[src/rtl/ar_incoming_request_buffer.sv]
// AXI AR request FIFO with an outstanding-burst limiter for read-response back-pressure.
// Optional zero-latency cut-through on an empty FIFO when AR_BYPASS_EN is defined.
module ar_incoming_request_buffer #(
    parameter int ID_WIDTH        = 4,
    parameter int ADDR_WIDTH      = 32,
    parameter int DEPTH           = 8,
    parameter int MAX_OUTSTANDING = 8,
    localparam int OW             = $clog2(MAX_OUTSTANDING + 1)
) (
    input  logic                  clk,
    input  logic                  rst,
    input  logic                  ar_in_valid,
    output logic                  ar_in_ready,
    input  logic [ID_WIDTH-1:0]   ar_in_id,
    input  logic [ADDR_WIDTH-1:0] ar_in_addr,
    input  logic [7:0]            ar_in_len,
    input  logic [2:0]            ar_in_size,
    input  logic [1:0]            ar_in_burst,
    output logic                  ar_out_valid,
    input  logic                  ar_out_ready,
    output logic [ID_WIDTH-1:0]   ar_out_id,
    output logic [ADDR_WIDTH-1:0] ar_out_addr,
    output logic [7:0]            ar_out_len,
    output logic [2:0]            ar_out_size,
    output logic [1:0]            ar_out_burst,
    input  logic                  rsp_done,
    output logic [OW-1:0]         outstanding_count,
    output logic                  buffer_full,
    output logic                  outstanding_underflow
);
    localparam int CW = $clog2(DEPTH + 1);
    localparam int PW = $clog2(DEPTH);

    typedef struct packed {
        logic [ID_WIDTH-1:0]   id;
        logic [ADDR_WIDTH-1:0] addr;
        logic [7:0]            len;
        logic [2:0]            size;
        logic [1:0]            burst;
    } ar_req_t;

    ar_req_t         mem [DEPTH];
    ar_req_t         in_req, head_req, out_req;
    logic [PW-1:0]   wr_ptr_q, wr_ptr_d, rd_ptr_q, rd_ptr_d;
    logic [CW-1:0]   count_q, count_d;
    logic [OW-1:0]   outst_q, outst_d;
    logic            underflow_q, underflow_d;
    logic            empty, full, out_full, fifo_valid, bypass, push, pop, issue;

    assign in_req   = '{id: ar_in_id, addr: ar_in_addr, len: ar_in_len,
                        size: ar_in_size, burst: ar_in_burst};
    assign head_req = mem[rd_ptr_q];

    assign empty      = (count_q == '0);
    assign full       = (count_q == CW'(DEPTH));
    assign out_full   = (outst_q == OW'(MAX_OUTSTANDING));
    assign fifo_valid = ~empty & ~out_full;

`ifdef AR_BYPASS_EN
    assign bypass = empty & ar_in_valid & ar_out_ready & ~out_full;
`else
    assign bypass = 1'b0;
`endif

    assign ar_in_ready  = ~full;
    assign ar_out_valid = fifo_valid | bypass;
    // A cut-through request never touches the FIFO.
    assign push  = ar_in_valid & ar_in_ready & ~bypass;
    assign pop   = fifo_valid & ar_out_ready;
    assign issue = pop | bypass;

    assign out_req      = bypass ? in_req : head_req;
    assign ar_out_id    = out_req.id;
    assign ar_out_addr  = out_req.addr;
    assign ar_out_len   = out_req.len;
    assign ar_out_size  = out_req.size;
    assign ar_out_burst = out_req.burst;

    assign outstanding_count     = outst_q;
    assign buffer_full           = full;
    assign outstanding_underflow = underflow_q;

    always_comb begin
        wr_ptr_d    = wr_ptr_q;
        rd_ptr_d    = rd_ptr_q;
        count_d     = count_q;
        outst_d     = outst_q;
        underflow_d = underflow_q;
        if (push) wr_ptr_d = (wr_ptr_q == PW'(DEPTH - 1)) ? '0 : wr_ptr_q + 1'b1;
        if (pop)  rd_ptr_d = (rd_ptr_q == PW'(DEPTH - 1)) ? '0 : rd_ptr_q + 1'b1;
        case ({push, pop})
            2'b10:   count_d = count_q + 1'b1;
            2'b01:   count_d = count_q - 1'b1;
            default: count_d = count_q;
        endcase
        case ({issue, rsp_done})
            2'b10: outst_d = outst_q + 1'b1;
            2'b01: begin
                if (outst_q == '0) underflow_d = 1'b1;
                else               outst_d = outst_q - 1'b1;
            end
            default: outst_d = outst_q;
        endcase
    end

    always_ff @(posedge clk or posedge rst) begin
        if (rst) begin
            wr_ptr_q    <= '0;
            rd_ptr_q    <= '0;
            count_q     <= '0;
            outst_q     <= '0;
            underflow_q <= 1'b0;
        end else begin
            wr_ptr_q    <= wr_ptr_d;
            rd_ptr_q    <= rd_ptr_d;
            count_q     <= count_d;
            outst_q     <= outst_d;
            underflow_q <= underflow_d;
        end
    end

    // Storage needs no reset: entries are only visible once count says so.
    always_ff @(posedge clk) begin
        if (push) mem[wr_ptr_q] <= in_req;
    end
endmodule

[config.mk]
export PLATFORM = sky130hd
export DESIGN_NAME = ar_incoming_request_buffer
export DESIGN_NICKNAME = d
export VERILOG_FILES = /design/src/rtl/ar_incoming_request_buffer.sv
export SDC_FILE = /design/constraint.sdc
export NUM_CORES = 1
export LEC_CHECK = 0
export CAP_MARGIN = 20
export CORE_ASPECT_RATIO = 0.6
export CORE_MARGIN = 8
export CORE_UTILIZATION = 50
export CTS_BUF_LIST = sky130_fd_sc_hd__clkbuf_8
export CTS_CLUSTER_SIZE = 20
export DETAILED_ROUTE_END_ITERATION = 12
export HOLD_SLACK_MARGIN = 0.03
export PLACE_DENSITY = 0.8
export SYNTH_ARGS = -nofsm -noshare
export SYNTH_HDL_FRONTEND = slang
export SYNTH_SLANG_ARGS = --single-unit
[constraint.sdc]
create_clock -name clk -period 8.44 [get_ports clk]
set_input_delay 2.532 -clock clk [delete_from_list [all_inputs] [get_ports clk]]
set_output_delay 2.532 -clock clk [all_outputs]
set_load 0.02 [all_outputs]
==> reports/metrics.cfg, run 1 <==
[global_routing]
grt_pass1_vias = 7506
overflow = 0
grt_pass1_wl_um = 46100
antenna_found_initial = 1
track_usage = 0.159
grt_max_degree = 61

[min_path]
hold_class = reg -> reg
hp-start = outstanding_underflow
hold_path_depth = 1
min_to = outstanding_underflow

[layout]
final_cell_mix = edfxtp_1, clkdlybuf4s50_1, mux4_2, clkbuf_8, mux2_2
fin_cells = 1277
nFillCells = 2210
design_area_um2 = 18400
final_common_cell = edfxtp_1
syn_to_final_growth_pct = 17.6
final_nets = 882
n_antenna_cell = 0
drive_gt1_frac = 0.295

[run]
drv_cap = 0

[worst_setup_path]
crit_arrival_ns = 3.66
regToRegEndpoint = mem[3][43]
crit_path_max_fanout = 39
required_ns = 5.91
cp-end-kind = output pin
start_kind = register
path_class = reg -> out
reg2reg_slack_ns = 5.60
reg2reg_from = count_q[3]
reg2regPathDepth = 5

[yosys]
synth_seq_cells = 407
synth_cell_type_count = 36
synth_area_um2 = 15700
synth_nets = 732
yosys_warnings = 0
synthCells = 667
avgSynthCellArea_um2 = 23.5
yosysSeqAreaShare = 0.776

[floorplanning]
fp-row-count = 50
ioPinCount = 111
floorplan.initialDensity = 0.505
dieArea_um2 = 37400
fp.dieH_um = 153
fp.coreArea_um2 = 31000
die_w_um = 244

[timing]
rsz0062_at_grt = no
slew-limit-headroom = 0.334
timing.final.crit_share = 0.734
finalHoldViolCount = 0
tns_ns = 0
layout_min_cycle_time_ns = 6.20
worst_slew_pin_slew_ns = 0.996
fin_worst_skew_ns = 0.0204
holdWs_ns = 0.490
setup_viol = 0
final_max_slew_viol_count = 0
fmax_mhz = 161

[placement]
io_buffers = 110
hpwl_um = 16100
place_area_um2 = 17300
routabilityCongestion = 0.686
place_inst = 1174

[detailed_routing]
viasPerCell = 5.59
dr.pass1.iters = 4
drt-total-wl_um = 29900
drcViolationCount = 0
drt_iter0_drc = 551
final_antenna_net_count = 0
wl_per_cell_um = 23.4
vias = 7134

[clocking]
post_cts_buffers = 0
cts_buffers = 57
cts_hold_buf = 0
clock_sinks = 407
post_cts_resized = 0
clk_pin_slew_ns = 0.07
clk_latency_ns = 0.60
cts_buffer_depth = 3
cts_tree = yes
h-tree-depth = 2
clockRootBuffer = clkbuf_8

[power]
p_leak_nw = 5.95
p_total_w = 0.00649
irDropWorstVdd_uv = 201
p_per_area_nw_per_um2 = 352

[run_status]
status = completed

## sequential cells by signal, summed over array words and instances, names as in the netlist
register / flops
outstanding_underflow: 1
mem: 392
wr_ptr_q: 3
rd_ptr_q: 3
count_q: 4
outstanding_count: 4
## cells in the mapped netlist
cell type	count	area, µm²
buf_4	1	7.51
nor2_1	7	26.3
nand2_1	5	18.8
a21o_1	2	15.0
nor4b_1	1	8.76
mux2i_1	3	30.0
o21ai_1	2	10.0
xor2_1	3	26.3
o21ai_0	2	10.0
mux2_2	52	586
nor3_2	1	10.0
o21bai_1	2	15.0
ha_1	9	113
mux2_1	2	22.5
nand3_1	3	15.0
edfxtp_1	392	11800
or3_1	1	6.26
and2_1	1	6.26
o41ai_4	1	27.5
buf_1	1	3.75
and3_1	1	6.26
dfrtp_1	15	375
fa_1	2	40.0
inv_1	8	30.0
a21oi_1	4	20.0
clkbuf_1	15	56.3
and4_1	1	8.76
nor3_1	6	30.0
a211oi_2	1	12.5
xnor2_1	2	17.5
nand2b_1	5	31.3
a21oi_2	1	8.76
nor4_1	2	12.5
mux4_2	98	2210
buf_2	14	70.1
a211oi_1	1	7.51
## cell families (layout without fill, tap and decap cells)
family	Yosys count	in the layout	synth area share
AO/OA/AOI/OAI	16	16	0.00807
XOR/XNOR	5	5	0.00280
flip-flops	407	407	0.776
adder cells (fa/ha/maj)	11	11	0.00975
AND/OR/NAND/NOR	34	34	0.0115
buffers and inverters	39	233	0.0107
multiplexers	155	155	0.182
## where the power goes
| group | total [W] | switching (W) | internal [W] |
|---|---|---|---|
| registers | 0.00276 | 0.000212 | 0.00255 |
| logic | 0.00221 | 0.00107 | 0.00114 |
| clock network | 0.00151 | 0.000708 | 0.000802 |
## worst max-delay path, stage by stage (launching register included)
cell and delay, ns:
dfrtp_4 0.86, buf_4 0.71, mux4_2 0.58, mux2_2 0.30, clkdlybuf4s50_1 0.56
## cell type report
cell class,instances,area (µm²),share of cell area
Sequential cell,407,12200,0.660
Clock inverter,44,315,0.0171
Inverter,8,30.0,0.00163
Multi-Input combinational cell,221,3400,0.184
Clock buffer,59,812,0.0441
Timing Repair Buffer,122,1190,0.0647
Tap cell,416,520,0.0283
## worst max path at each step
stage	start	endpoint	cells past startpoint
5_1_grt	rd_ptr_q[0]	ar_out_addr[18]	4
3_5_place_dp	rd_ptr_q[0]	ar_out_addr[17]	4
3_3_place_gp	rd_ptr_q[0]	ar_out_addr[24]	4
2_1_floorplan	ar_in_valid	mem[0][0]	3
4_1_cts	rd_ptr_q[0]	ar_out_addr[17]	4
6_report	rd_ptr_q[0]	ar_out_addr[18]	4
## metal layers
layer,vias up,share of wire,GRT usage
li1,3118,-,-
met1,3731,0.45,0.233
met2,234,0.47,0.244
met3,51,0.061,0.0345
met4,0,0.017,0.0379
met5,-,0,0
## stage by stage
step	worst slack, ns	utilization
floorplan	0.471	-
global placement	2.80	0.557
detailed placement	2.78	0.557
CTS	2.12	0.594
global route	1.97	0.594
finish	2.24	0.594
Power figures use the tool's default switching activity.
==> inputs of run 2 (changes only) <==
Settings changed: PLACE_DENSITY 0.8 to 0.82.
Clock period 8.44 ns to 5.1 ns, I/O delays scaled along.
==> reports/metrics.cfg, run 2 (same netlist as run 1, synthesis figures left out) <==
[placement]
routabilityCongestion = 0.731
hpwl_um = 17100
io_buffers = 110
place_inst = 1179

[global_routing]
grt_pass1_vias = 7552
grt_max_degree = 50
overflow = 0
antenna_found_initial = 0
track_usage = 0.164
grt_pass1_wl_um = 46700

[power]
combPwrFrac = 0.354
switchingPower_w = 0.00332
clkPwrFrac = 0.215
p_total_w = 0.0107
switching_share = 0.311
p_per_area_nw_per_um2 = 578
p_seq_frac = 0.431
p_int_w = 0.00734
p_leak_nw = 5.99
irDropWorstVdd_uv = 325

[detailed_routing]
final_antenna_net_count = 0
drt-total-wl_um = 30900
wl_per_cell_um = 24.2
drt_iter0_drc = 590
dr.pass1.iters = 5
viasPerCell = 5.58
vias = 7139
drcViolationCount = 0

[worst_setup_path]
cp-end-kind = output pin
regToRegEndpoint = count_q[3]
cp_cell_sequence = buf_12 > mux4_2 > mux2_2 > clkdlybuf4s50_1
crit_slowest_cell = dfrtp_4
reg2regPathDepth = 8
path_class = reg -> out
crit_arrival_ns = 3.13
slowest_delay_ns = 0.80
crit_path_max_fanout = 27
reg2reg_from = count_q[0]
start_kind = register
required_ns = 3.57
endpoint = ar_out_addr[25]
reg2reg_slack_ns = 2.32
crit_start = rd_ptr_q[0]

[layout]
regMostFlops = mem
final_nets = 887
final_cell_mix = edfxtp_1, clkdlybuf4s50_1, mux4_2, clkbuf_8, mux2_2
fin_cells = 1280
n_antenna_cell = 0
drive_gt1_frac = 0.284
largest_reg_flops = 392
final_common_cell = edfxtp_1
syn_to_final_growth_pct = 17.7

[clocking]
cts_tree = yes
cts_buffers = 57
h-tree-depth = 2
clock_sinks = 407
cts_buffer_depth = 3
cts_hold_buf = 0
post_cts_resized = 0
clk_pin_slew_ns = 0.06
post_cts_buffers = 0
clk_latency_ns = 0.60
clockRootBuffer = clkbuf_8

[timing]
fmax_mhz = 215
finalHoldViolCount = 0
rsz0062_at_grt = no
layout_min_cycle_time_ns = 4.66
worst_slew_pin_slew_ns = 0.955
slew-limit-headroom = 0.363
timing.final.crit_share = 0.913
setup_viol = 0
final_max_slew_viol_count = 0
fin_worst_skew_ns = 0.0252

[floorplanning]
fp.dieH_um = 153
ioPinCount = 111
dieArea_um2 = 37400
fp.coreArea_um2 = 31000
floorplan.initialDensity = 0.505
fp-row-count = 50
die_w_um = 244

[run_status]
status = completed

[run]
drv_cap = 0

[min_path]
hold_class = reg -> reg

==> run 2: per-layer routing <==
metal	GRT usage	vias to the layer above	wire, µm
met5	0	-	0
met4	0.0393	0	424
met3	0.0357	46	1700
met2	0.261	211	14900
met1	0.231	3756	13900
li1	-	3126	-
==> run 2: worst min path at each step <==
| stage | startpoint | cells past startpoint | to |
|---|---|---|---|
| global placement | outstanding_underflow | 1 | outstanding_underflow |
| detailed placement | outstanding_underflow | 1 | outstanding_underflow |
| finish | outstanding_underflow | 1 | outstanding_underflow |
| CTS | outstanding_underflow | 1 | outstanding_underflow |
| floorplan | count_q[3] | 1 | count_q[3] |
| global route | outstanding_underflow | 1 | outstanding_underflow |
==> run 2: worst max-delay path, delay by kind of cell, from the launching register on <==
family | cells | cell delay [ns]
buf+inv | 2 | 0.87
flops | 1 | 0.80
mux | 2 | 0.85
==> run 2: power by group through the flow <==
stage	registers, W	clock network, W	logic [W]
global placement	0.00464	0	0.00379
CTS	0.00460	0.00236	0.00386
global route	0.00465	0.00250	0.00401
finish	0.00459	0.00229	0.00377
floorplan	0.00446	0	0.00252
detailed placement	0.00467	0	0.00383
==> run 2: per-stage QoR <==
| stage | area [µm²] | hold WS, ns | TNS, ns | setup WS, ns | utilization |
|---|---|---|---|---|---|
| floorplan | 15700 | 0.532 | -78.39 | -0.533 | - |
| global placement | 17400 | 0.461 | 0 | 1.03 | 0.561 |
| global route | 18400 | 0.526 | 0 | 0.264 | 0.594 |
| detailed placement | 17400 | 0.478 | 0 | 1.01 | 0.561 |
| finish | 18400 | 0.510 | 0 | 0.444 | 0.594 |
| CTS | 18400 | 0.519 | 0 | 0.350 | 0.594 |
==> run 2: cell type report <==
| cell class | count | area (µm²) |
|---|---|---|
| tap | 416 | 520 |
| inverter | 8 | 30.0 |
| timing repair buffer | 127 | 1290 |
| clock inverter | 42 | 215 |
| fill | 2214 | 12600 |
| sequential | 407 | 12200 |
| clock buffer | 59 | 812 |
| multi-input combinational | 221 | 3410 |
==> inputs of run 3 (changes only) <==
Settings changed: CORE_MARGIN 8 to default, CTS_CLUSTER_SIZE 20 to 24.
==> reports/metrics.cfg, run 3 (same netlist as run 1, synthesis figures left out) <==
[run_status]
status = completed

[clocking]
cts_hold_buf = 0
clock_sinks = 407
post_cts_resized = 0
clk_pin_slew_ns = 0.06
clockRootBuffer = clkbuf_8
post_cts_buffers = 0
cts_tree = yes
clk_latency_ns = 0.60
h-tree-depth = 2
cts_buffer_depth = 3
cts_buffers = 55

[global_routing]
grt_pass1_vias = 7597
antenna_found_initial = 1
track_usage = 0.194
overflow = 0
grt_max_degree = 50
grt_pass1_wl_um = 46400

[timing]
final_max_slew_viol_count = 0
holdWs_ns = 0.475
worst_slew_pin_slew_ns = 0.896
rsz0062_at_grt = no
tns_ns = 0
slew-limit-headroom = 0.403
fmax_mhz = 213
finalHoldViolCount = 0
fin_worst_skew_ns = 0.0198
layout_min_cycle_time_ns = 4.70
setup_viol = 0
timing.final.crit_share = 0.921

[layout]
n_antenna_cell = 0
largest_reg_flops = 392
drive_gt1_frac = 0.286
post-route-util = 0.608
seq_area_um2 = 12200
final_common_cell = edfxtp_1
final_cell_mix = edfxtp_1, clkdlybuf4s50_1, mux4_2, clkbuf_8, mux2_2
design_area_um2 = 18400
regMostFlops = mem
multi_input_area_um2 = 3410
final_nets = 887
syn_to_final_growth_pct = 17.7
nFillCells = 2099

[power]
irDropWorstVdd_uv = 490
p_per_area_nw_per_um2 = 575
p_total_w = 0.0106
p_leak_nw = 5.98

[detailed_routing]
drcViolationCount = 0
viasPerCell = 5.62
wl_per_cell_um = 23.4
drt_iter0_drc = 610
final_antenna_net_count = 0
drt-total-wl_um = 29800
vias = 7166
dr.pass1.iters = 6

[placement]
io_buffers = 110
hpwl_um = 16400
place_area_um2 = 17400
routabilityCongestion = 0.770

[floorplanning]
die_w_um = 230
fp-row-count = 49
fp.dieH_um = 139
fp.coreArea_um2 = 30300
floorplan.initialDensity = 0.516
ioPinCount = 111
dieArea_um2 = 32100

[worst_setup_path]
path_class = reg -> out
crit_arrival_ns = 3.17
required_ns = 3.57
crit_path_max_fanout = 27
start_kind = register
cp-end-kind = output pin

[run]
drv_cap = 0

[min_path]
hold_class = reg -> reg

run 3: final cells by class:
cell class | count | share of cell area
sequential | 407 | 0.659
multi-input combinational | 221 | 0.185
timing repair buffer | 129 | 0.0722
clock buffer | 55 | 0.0411
tap | 408 | 0.0277
clock inverter | 46 | 0.0131
inverter | 8 | 0.00163
run 3: per-stage QoR:
| step | setup slack [ns] | std cells |
|---|---|---|
| 2_1_floorplan | -0.533 | 667 |
| 3_3_place_gp | 0.984 | 1173 |
| 3_5_place_dp | 0.966 | 1173 |
| 4_1_cts | 0.314 | 1274 |
| 5_1_grt | 0.214 | 1274 |
| 6_report | 0.404 | 1274 |
run 3: critical path, stage by stage, from the launching register on:
cell	delay (ns)
dfrtp_4	0.77
buf_4	0.39
mux4_2	0.54
mux2_2	0.28
clkdlybuf4s50_1	0.59
run 3: path summary, 6_finish.rpt:
kind                                             from               endpoint  slack [ns]  cells past startpoint
max in group asynchronous                         rst            rd_ptr_q[0]        3.25                      2
worst max register to register             count_q[0]             count_q[3]        2.14                      8
worst min-delay path            outstanding_underflow  outstanding_underflow        0.48                      1
worst max-delay path                      rd_ptr_q[0]        ar_out_addr[11]        0.40                      4
min in group asynchronous                         rst            wr_ptr_q[2]        1.34                      2
worst min register to register  outstanding_underflow  outstanding_underflow        0.48                      1
run 3: where the power goes:
part	leakage, nW	total (W)	internal, W	switching [W]
sequential	3.73	0.00456	0.00422	0.000340
clock	0.586	0.00227	0.00111	0.00116
combinational	1.67	0.00379	0.00196	0.00182
total	5.98	0.0106	0.00729	0.00332
run 3: metal layers:
layer	track usage	part of all wire	wire, µm	up-vias
met2	0.294	0.47	14200	203
met3	0.0434	0.060	1780	42
met1	0.289	0.45	13500	3788
met4	0.0519	0.014	425	0
li1	-	-	-	3133
met5	0	0	0	-
==> RTL change 1, RTL diff (config.mk and constraints of run 1) <==
`DEPTH`: 8 -> 4.
--- a/src/rtl/ar_incoming_request_buffer.sv
+++ b/src/rtl/ar_incoming_request_buffer.sv
@@ -3,7 +3,7 @@
 module ar_incoming_request_buffer #(
     parameter int ID_WIDTH        = 4,
     parameter int ADDR_WIDTH      = 32,
-    parameter int DEPTH           = 8,
+    parameter int DEPTH           = 4,
     parameter int MAX_OUTSTANDING = 8,
     localparam int OW             = $clog2(MAX_OUTSTANDING + 1)
 ) (
Function: changed (a bounded check fails within 10 cycles, from zero or initial values and one cycle with rst high).
==> RTL change 1 against run 1 <==
Area after synthesis decreased by 50%. Wire length decreased by 49%. Power decreased by 45%. Global-route usage decreased by 0.77 points. Worst setup slack improved by 0.90 ns. Via count decreased by 47%. Worst hold slack got worse by 0.0018 ns. Sequential cell count decreased by 199. Combinational power decreased by 41%. Design area decreased by 47%.
==> RTL change 1: results (changes against run 1) <==
| Metric | Value |
|---|---|
| Routed met2 length | `7210 microns (-49%)` |
| Synth area leaders | `edfxtp_1, mux4_2, dfrtp_1, ha_1, inv_1` |
| M2 GR Usage | `24.2% (-0.18 points)` |
| Sw Share | `31.7% (+0.97 points)` |
| Worst-case clock skew | `0.00996 ns (-0.0104 ns)` |
| Status | `finished, final reports clean` |
| Slowest CP cell | `dfrtp_4` |
| Largest net degree at the start of global routing | `53 (-13%)` |
| Synth cell count leaders | `edfxtp_1, mux4_2, inv_1` |
| FF-to-FF End | `outstanding_count[3]` |
| Met3 usage | `5.49% (+2.0 points)` |
| Worst-skew pair later-pin latency | `0.53 ns (-0.07 ns)` |
| Async S/R FF share, synth | `5.77% (+2.1 points)` |
| Internal Power | `2.42 mW (-46%)` |
| Proportion of layout cells with a drive suffix above 1 | `22.0% (-7.5 points)` |
| Met1 wire length | `6390 microns (-53%)` |
| Worst slew margin relative to its limit | `50.5% (+17 points)` |
| Met1 Use GR | `19.7% (-3.6 points)` |
| R2R setup slack | `5.94 ns (+0.34 ns)` |
| Mapped Nets | `399 (-45%)` |
| TritonCTS buffer count | `29 (-49%)` |
| Sequential share of the synthesized area | `78.9% (+1.3 points)` |
| Clk. pwr | `0.771 mW (-49%)` |
| Seq power | `1.47 mW (-47%)` |
| Post-synth EDFFs | `196 (-50%)` |
| First DRT Iteration DRCs | `240 (-56%)` |
| DP Worst Slack | `3.49 ns (+0.716 ns)` |
| DP Area | `0.00919 sq mm (-47%)` |
| Max reg flops | `196 (-50%)` |
| Data arrival, critical path | `2.77 ns (-0.89 ns)` |
| First-pass GRT wire length | `23500 microns (-49%)` |
| Via Count | `3769 (-47%)` |
| Wirelength, routed | `15200 microns (-49%)` |
| Layout fillers | `1042 (-53%)` |
| Unique masters post-synth | `29 (-19%)` |
| Metal3 WL | `1470 microns (-19%)` |
| Antenna violations before repair | `0 (-1)` |
| Worst Reg-to-Reg Cells | `9 (+4)` |
| RD Place Congestion | `0.789 (+15%)` |
| Area of the multi-input gates | `0.00156 sq mm (-54%)` |
| Vias in the first global route | `4237 (-44%)` |
| CP max FO | `28 (-28%)` |
| Peak supply drop | `0.233 mV (+16%)` |
| RR Startpoint | `outstanding_count[2]` |
| Pre-antenna DRT Iters | `5 (+1)` |
| Tot GR Track Use | `15.2% (-0.77 points)` |
| LEAKAGE | `3.30 nW (-44%)` |
| Htree depth | `1 (-1)` |
| HPWL Detailed | `9330 microns (-42%)` |
| Clock buffer depth | `3 (unchanged)` |
| # diodes | `0 (unchanged)` |
| Max stage delay on crit path | `0.76 ns (-0.10 ns)` |
| Nets | `534 (-39%)` |
RTL change 1: changes by cell type in the layout (fill, tap and decap cells not counted), sizes merged, moves of 5 or more:
cell    change
mux2       -51
edfxtp    -196
nor3        -5
nor2        -5
clkinv     -16
clkbuf     -30
mux4       -49
buf         -6
nand2b      -5
RTL change 1: metrics by stage:
step / hold slack, ns / std cells
finish: 0.489 / 694
global route: 0.512 / 694
CTS: 0.493 / 693
detailed placement: 0.476 / 641
floorplan: 0.456 / 335
global placement: 0.467 / 641
RTL change 1: layout make-up:
cell class                 count  share of cell area, %
timing repair buffer         116                   11.8
tap                          203                   2.59
multi-input combinational    101                   15.9
clock inverter                23                   1.80
clock buffer                  29                   4.08
inverter                      14                  0.537
sequential                   208                   63.2
RTL change 1: worst max-delay path: cells and delay by family (launching register included):
| kind | cells | cell delay (ns) |
|---|---|---|
| flip-flops | 1 | 0.76 |
| multiplexers | 1 | 0.58 |
| buffers and inverters | 2 | 0.89 |
RTL change 1: worst max-delay path by stage:
stage,start,endpoint,slack [ns],depth (start not counted)
finish,rd_ptr_q[0],ar_out_addr[21],3.14,3
global route,rd_ptr_q[0],ar_out_addr[21],2.93,3
CTS,rd_ptr_q[0],ar_out_id[3],2.90,2
detailed placement,rd_ptr_q[0],ar_out_id[3],3.49,2
global placement,rd_ptr_q[0],ar_out_addr[21],3.50,2
floorplan,ar_in_valid,mem[0][0],4.29,1
RTL change 1: cells by family after synthesis:
logic type      share of synthesized area (%)
compound gates                          0.798
xor+xnor                                0.558
fa+ha+maj                                1.79
buf+inv                                  1.32
flops                                    78.9
mux                                      14.9
simple gates                             1.77
==> RTL change 2, RTL diff (settings of run 1) <==
Made on the original files. Put one more register stage on the output `outstanding_underflow`, without a reset. The value now appears one clock later. The other outputs are not delayed to match.
--- a/src/rtl/ar_incoming_request_buffer.sv
+++ b/src/rtl/ar_incoming_request_buffer.sv
@@ -78,7 +78,9 @@
 
     assign outstanding_count     = outst_q;
     assign buffer_full           = full;
-    assign outstanding_underflow = underflow_q;
+    always_ff @(posedge clk) begin
+        outstanding_underflow <= underflow_q;
+    end
 
     always_comb begin
         wr_ptr_d    = wr_ptr_q;
Formal check against the unedited RTL: not equivalent (a bounded check fails within 4 cycles, from zero or initial values and one cycle with rst high).
==> RTL change 2 against run 1 <==
Wire length rose by 1.5%. Power shrank 1.9%. Clock skew shrank 0.0094 ns. Worst setup slack gained 0.071 ns. Sequential cell count grew 1. Area after synthesis grew 1.0%. Design area down 0.12%. Global-route usage grew 0.33 points. Largest cell class unchanged.
==> RTL change 2: results (changes against run 1) <==
| Metric | Value |
|---|---|
| Mapped Nets | `745 (+1.8%)` |
| Status | `finished, final reports clean` |
| Worst hold path depth | `0 (-1)` |
| Vias/cell | `5.59 (about the same)` |
| Largest net degree at the start of global routing | `78 (+28%)` |
| Worst-case clock skew | `0.0109 ns (-0.00944 ns)` |
| M2 GR Usage | `26.1% (+1.7 points)` |
| Unique masters post-synth | `38 (+5.6%)` |
| Async S/R FF share, synth | `3.68% (-0.0090 points)` |
| DP Worst Slack | `2.82 ns (+0.0370 ns)` |
| Data arrival, critical path | `3.59 ns (-0.07 ns)` |
| Synth cell count leaders | `edfxtp_1, mux4_2, mux2_2` |
| Clk. pwr | `1.35 mW (-11%)` |
| Layout fillers | `2231 (+0.95%)` |
| Internal Power | `4.36 mW (-2.9%)` |
| Worst Reg-to-Reg Cells | `9 (+4)` |
| HPWL Detailed | `16200 microns (+0.66%)` |
| Seq power | `2.80 mW (+1%)` |
| Pre-antenna DRT Iters | `5 (+1)` |
| Hold Startpoint | `underflow_q` |
| RR Startpoint | `outstanding_count[0]` |
| Nets | `893 (+1.2%)` |
| FF-to-FF End | `outstanding_count[3]` |
| Post-Syn Instances | `680 (+1.9%)` |
| First-pass GRT wire length | `47200 microns (+2.5%)` |
| Clock sink total | `408 (+0.25%)` |
| Worst-skew pair later-pin latency | `0.58 ns (-0.02 ns)` |
| End of the worst hold path | `outstanding_underflow` |
| Placed insts | `1184 (+0.85%)` |
| First DRT Iteration DRCs | `487 (-12%)` |
| Clock network area share | `5.37% (-0.75 points)` |
| Area of the multi-input gates | `0.00345 sq mm (+1.6%)` |
| PD cells | `346 mW/mm^2 (-1.8%)` |
| Synth area leaders | `edfxtp_1, mux4_2, mux2_2, dfrtp_1, buf_6` |
==> RTL change 2: changes by cell type in the layout (fill, tap and decap cells not counted), sizes merged, moves of 2 or more <==
cell / run 1 / this run
clkinv: 29 / 16
inv: 17 / 33
xnor2: 2 / 4
a211oi: 2 / 0
xor2: 3 / 1
o21bai: 2 / 0
o21ai: 4 / 6
nand3: 3 / 1
nand2: 5 / 9
o22ai: 0 / 2
bufinv: 5 / 0
==> RTL change 2: how the worst max path moves through the flow <==
stage / end / slack [ns]
after floorplan: mem[0][0] / 0.47
after global placement: ar_out_addr[20] / 2.82
after detailed placement: ar_out_addr[16] / 2.82
after CTS: ar_out_addr[16] / 2.16
after global routing: ar_out_addr[20] / 2.04
final: ar_out_addr[16] / 2.31
==> RTL change 2: cells by family after synthesis <==
family / synth area share [%]
AOI/OAI and AO/OA: 1.07
xor gates and xnor gates: 0.277
adders and majority gates: 0.965
buffers and inverters: 1.62
DFF: 76.9
muxes: 18.0
and+or+nand+nor: 1.23
